`src/rtl/pc_sequencer.sv`:
```
// pc_sequencer
//   Program-counter sequencer with a small instruction memory. While running,
//   the PC advances every non-stalled cycle to pc+1, to a branch target
//   (pc+1 plus a signed offset) or to a jump target (upper bits of pc+1 with
//   new low bits). Jump takes priority over branch. The memory can only be
//   programmed while the sequencer is idle.
//
// Ports
//   clk          : clock, all state updates on the rising edge
//   reset        : synchronous active-high reset
//   run          : 1 = fetch/advance enabled, 0 = return to IDLE
//   stall        : hold PC this cycle
//   branch_taken : apply branch_off this cycle
//   branch_off   : signed offset relative to pc+1
//   jump         : apply jump_target this cycle
//   jump_target  : replacement low PC bits for a jump
//   prog_we      : instruction-memory write strobe (IDLE only)
//   prog_addr    : instruction-memory write address
//   prog_data    : instruction-memory write data
//   pc           : address of the instruction on instr
//   next_pc      : value PC takes at the next advancing edge
//   instr        : mem[pc], combinational read
//   instr_valid  : instr is being executed this cycle
//   halted       : sequencer is IDLE
//   wrapped      : one-cycle pulse after a sequential advance from all-ones to 0
//   retired      : saturating count of executed instructions
module pc_sequencer #(
  parameter int ADDR_W = 8,
  parameter int INSTR_W = 8,
  parameter int BR_W = 3,
  parameter int JMP_W = 5,
  parameter int CNT_W = 16,
  parameter logic [ADDR_W-1:0] RESET_VEC = '0
) (
  input  logic               clk,
  input  logic               reset,
  input  logic               run,
  input  logic               stall,
  input  logic               branch_taken,
  input  logic [BR_W-1:0]    branch_off,
  input  logic               jump,
  input  logic [JMP_W-1:0]   jump_target,
  input  logic               prog_we,
  input  logic [ADDR_W-1:0]  prog_addr,
  input  logic [INSTR_W-1:0] prog_data,
  output logic [ADDR_W-1:0]  pc,
  output logic [ADDR_W-1:0]  next_pc,
  output logic [INSTR_W-1:0] instr,
  output logic               instr_valid,
  output logic               halted,
  output logic               wrapped,
  output logic [CNT_W-1:0]   retired
);

  typedef enum logic {IDLE, RUN} state_t;

  // Bits of the PC that a jump replaces; shifting by ADDR_W yields an all-ones mask.
  localparam logic [ADDR_W-1:0] JMP_MASK = ~({ADDR_W{1'b1}} << JMP_W);

  state_t state, state_next;

  logic [INSTR_W-1:0] mem [0:(2**ADDR_W)-1];

  logic [ADDR_W-1:0] pc_plus1;
  logic [ADDR_W-1:0] br_ext;
  logic [ADDR_W-1:0] jump_pc;
  logic              advance;
  logic              seq_wrap;

  assign advance     = (state == RUN) && !stall;
  assign instr_valid = advance;
  assign halted      = (state == IDLE);
  assign instr       = mem[pc];

  // All address arithmetic is modulo 2**ADDR_W by virtue of the ADDR_W-wide results.
  assign pc_plus1 = pc + ADDR_W'(1);
  assign br_ext   = ADDR_W'($signed(branch_off));
  assign jump_pc  = (pc_plus1 & ~JMP_MASK) | ADDR_W'(jump_target);

  // Only a plain pc+1 step from all-ones counts as a wrap; redirects landing on 0 do not.
  assign seq_wrap = advance && !jump && !branch_taken && (pc == {ADDR_W{1'b1}});

  always_comb begin
    next_pc = pc_plus1;
    if (jump) begin
      next_pc = jump_pc;
    end else if (branch_taken) begin
      next_pc = pc_plus1 + br_ext;
    end
  end

  always_comb begin
    state_next = state;
    case (state)
      IDLE:    if (run)  state_next = RUN;
      RUN:     if (!run) state_next = IDLE;
      default: state_next = IDLE;
    endcase
  end

  always_ff @(posedge clk) begin
    if (reset) begin
      state   <= IDLE;
      pc      <= RESET_VEC;
      wrapped <= 1'b0;
      retired <= '0;
    end else begin
      state   <= state_next;
      wrapped <= seq_wrap;
      if (advance) begin
        pc <= next_pc;
        if (retired != {CNT_W{1'b1}}) begin
          retired <= retired + CNT_W'(1);
        end
      end
    end
  end

  // Memory has no reset so a program survives a reset, including one taken mid-run.
  always_ff @(posedge clk) begin
    if (!reset && prog_we && (state == IDLE)) begin
      mem[prog_addr] <= prog_data;
    end
  end

endmodule

```
`config.mk`:
```
export PLATFORM = sky130hd
export DESIGN_NAME = pc_sequencer
export DESIGN_NICKNAME = d
export VERILOG_FILES = /design/src/rtl/pc_sequencer.sv
export SDC_FILE = /design/constraint.sdc
export NUM_CORES = 2
export LEC_CHECK = 0
export CORE_UTILIZATION = 55
export DETAILED_ROUTE_END_ITERATION = 6
export PLACE_DENSITY = 0.78
export SLEW_MARGIN = 20
export SYNTH_ARGS = -nofsm -noshare
export SYNTH_HDL_FRONTEND = slang
export SYNTH_SLANG_ARGS = --single-unit
export TNS_END_PERCENT = 1
```
`constraint.sdc`:
```
create_clock -name clk -period 3.5 [get_ports clk]
set_clock_uncertainty 0.05 [all_clocks]
set_input_delay 0.35 -clock clk [delete_from_list [all_inputs] [get_ports clk]]
set_output_delay 0.35 -clock clk [all_outputs]
set_load 0.01 [all_outputs]
```
==> impl_metrics.csv <==
group,metric,value,unit
die,die-height,385,um
worst_hold_path,hp-class,"in -> reg",
detailed_routing,drt_iter0_drc,6736,
worst_hold_path,whs_endpoint,"mem[86][3]$_DFFE_PP_",
power,ir_drop,614,uV
timing,period_share,123,%
detailed_routing,dr.pass1.iters,6,
setup_path,worstPathCellList,"buf_12 > buf_16 > buf_12 > buf_6 > mux4_2 > mux4_2 > mux2i_4 > a21oi_4 > nor3_4 > or3_4 > a31oi_4 > buf_6",
timing,hold_viol,0,
outcome,status,"finished, violations left",
yosys,ys_ff_latch,2082,
setup_path,crit_buf_inv,5,
yosys,avgSynthCellArea,21.5,sq um
placed_design,gp_congestion,0.922,
grt,grt_max_degree,130,
setup_path,critPathArrivalTime,3910,ps
setup_path,crit_family,"multiplexers",
power,power.leakage,0.0303,uW
detailed_routing,drc_errors,0,
setup_path,endpoint_kind,"output port",
detailed_routing,wirelength,220000,um
timing,min_period,4310,ps
cts,cts_tree,"built",
power,combPwrFrac,4.7,%
setup_path,crit_path_max_fanout,6,
setup_path,reg2reg_to,"mem[56][5]$_DFFE_PP_",
power,pwr-share-seq,54.2,%
power,swShare,21.6,%
die,die_area,148000,sq um
cells_and_area,final_area,96300,sq um
die,boundaryPins,74,
yosys,synth.distinct_cells,51,
power,clockPowerShare,41.1,%
timing,fin_tns_setup,-7720,ps
cells_and_area,fill_cells,8620,
placed_design,hpwl,126000,um
setup_path,regToRegSetupSlack,360,ps
yosys,ys.flop_type,"edfxtp_1",
timing,final-max-slew-violation-count,0,
timing,maxSlewHeadroom,25.4,%
timing,fmax,0.232,GHz
cells_and_area,drive_gt1_share,34.7,%
setup_path,path_class,"reg -> out",
grt,grt_overflow,0,
setup_path,reg2reg_from,"state$_SDFF_PP0_",
timing,worst_pin_slew,1120,ps
yosys,synth_warnings,0,
placed_design,numPortBuffers,73,
setup_path,reg2reg_depth,8,
detailed_routing,vias_per_cell,6.66,
cts,numCtsBuffers,197,
cells_and_area,syn2layout_area_growth,19.2,%
power,p_total,50600,uW
power,power_density,526,nW/um^2
setup_path,crit_path_start_kind,"flop",
outcome,violations,"setup timing",
timing,setup_violations,13,
yosys,syn_area,80800,sq um
placed_design,place_area,88300,sq um
yosys,ys_async_sr_fraction,0,%
cells_and_area,utilization,66.0,%
timing,final.setup.worst_slack,-806,ps
placed_design,dp_slack,-675,ps
worst_hold_path,hold_path_depth,1,
setup_path,crit_required,3100,ps
power,switchingPower,10900,uW
setup_path,slowest_stage,"mux4_2",
power,internal_power,39700,uW
grt,antenna_found_initial,10,
die,core-area,146000,sq um
timing,rsz0062_at_grt,"true",
cts,clk_pin_slew_worst_paths,60,ps
detailed_routing,num_vias,43900,
cts,clkSinkCount,2082,
cts,clockBufferDepth,3,
flow_run,cap_violations,0,
yosys,ys_seq_area_share,77.0,%
yosys,synth-edff-count,2048,
cts,htreeDepth,4,
cells_and_area,finalNetCount,4553,
cts,cts_root_buf,"clkbuf_16",
yosys,synthesis.instances,3749,
die,start_util,55.4,%
grt,grt_pass1_wl,309000,um
die,fp.dieW,385,um
detailed_routing,wire_per_inst,33.3,um
setup_path,critPathMaxStageDelay,500,ps
cts,clock_latency,850,ps
grt,grt_pass1_vias,44200,
grt,track_usage,29.4,%
worst_hold_path,worstHoldStart,"prog_data[3]",
detailed_routing,antenna_left,0,
die,num_rows,140,
yosys,synth_nets,3791,
routing by layer:
layer	vias to the layer above	GRT usage, %	part of all wire (%)
met5	-	0	0.13
met4	16	12.7	5.1
met3	692	7.14	13
met2	3585	47.1	49
met1	22400	38.6	33
li1	17200	-	-
flip-flops by register name (all words and copies together) (netlist names), named ones only:
register / flops
mem: 2048
retired: 16
pc: 8
state: 1
wrapped: 1
worst max-delay path by stage:
stage | from | to | slack (ps) | depth (start not counted)
floorplan | pc[0]$_SDFFE_PP0P_ | next_pc[7] | 670 | 10
detailed placement | flop | instr[6] | -680 | 13
global route | flop | instr[3] | -820 | 11
global placement | flop | instr[6] | -720 | 13
finish | flop | instr[0] | -810 | 12
CTS | flop | instr[1] | -740 | 11
worst reg2reg max path, stage by stage, from the launching register on:
cell and delay (ps):
dfxtp_1 310, inv_1 70, and3_1 160, buf_4 220, nor3b_1 620, nand2_1 650, buf_12 380, nor2_1 200
buf_4 190
per-stage QoR:
stage | hold slack [ps] | std cells
floorplan | 399 | 3749
global placement | 447 | 6168
detailed placement | 457 | 6168
CTS | 63.3 | 6585
global route | 121 | 6590
finish | 96.5 | 6600
cells in the mapped netlist, drive strengths merged (2+ instances only):
cell | instances | area [sq um]
mux2 | 4 | 45.0
nor2 | 294 | 1100
inv | 9 | 33.8
nor2b | 17 | 106
nand2b | 7 | 43.8
a21o | 2 | 15.0
nor3 | 20 | 100
or2 | 2 | 12.5
a22oi | 87 | 653
o21ai | 11 | 55.1
o211ai | 5 | 37.5
a22o | 3 | 26.3
nand3 | 49 | 245
a31oi | 12 | 75.1
mux2i | 108 | 1080
dfxtp | 34 | 681
edfxtp | 2048 | 61500
and3 | 13 | 81.3
buf | 124 | 837
or3 | 11 | 68.8
xor2 | 13 | 114
xnor2 | 13 | 114
a21oi | 54 | 270
clkbuf | 94 | 353
nand4 | 18 | 113
o21a | 2 | 15.0
a2111oi | 2 | 17.5
nand2 | 64 | 240
a311oi | 2 | 17.5
mux4 | 530 | 11900
nand3b | 3 | 22.5
o221ai | 18 | 158
ha | 10 | 125
a211oi | 18 | 135
o22ai | 34 | 213
and2 | 4 | 25.0
power groups by stage:
stage                     clock [uW]  sequential [uW]  combinational [uW]
after floorplan                    0            27900                 949
after global placement             0            27900                2050
after detailed placement           0            27900                2100
after CTS                      20800            27400                2310
after global routing           21800            27400                2470
final                          20800            27400                2400
kinds of logic (layout without fill, tap and decap cells):
logic type                 Yosys count  after routing  share of synthesized area (%)
adders and majority gates           11             11                          0.180
xor gates and xnor gates            26             26                          0.282
buffers and inverters              227           1150                           1.52
muxes                              642            642                           16.2
and+or+nand+nor                    508            508                           2.74
DFF                               2082           2082                           77.0
AOI/OAI and AO/OA                  253            253                           2.12
other                                0             11                              0
what timing repair did:
item | 4_1_cts | 5_1_grt
pin swaps | 30 | 29
setup buffers | 48 | 7
gates cloned | 13 | 1
hold buffers | 1 | 0
endpoints found under the setup margin | 14 | 15
endpoints found under the hold margin | 1 | 0
gates resized for setup | 181 | 39
layout by cell type (no fill, tap or decap), types with 12 or more instances in the layout:
cell,count
a211oi_1,13
a21oi_1,31
a21oi_2,15
a22oi_1,77
buf_12,69
buf_16,12
buf_4,595
buf_6,25
bufinv_16,12
clkbuf_1,49
clkbuf_16,198
clkdlybuf4s50_1,55
clkinv_1,46
clkinv_2,30
dfxtp_1,28
edfxtp_1,2048
mux2i_1,103
mux4_2,530
nand2_1,64
nand3_1,42
nand4_1,18
nor2_1,291
nor2b_1,15
o221ai_1,18
o22ai_1,31
xnor2_1,12
cell type report:
cell class,instances,area [sq um],area share (%)
flip-flops and latches,2082,62200,64.6
multi-input cells,1440,18000,18.7
repair buffers,781,7420,7.71
clock buffers,246,5110,5.31
well taps,1917,2400,2.49
clock inverters,114,1100,1.15
inverters,9,33.8,0.0351
diodes,11,27.5,0.0286
No activity file was read; power rests on OpenSTA's default activity.
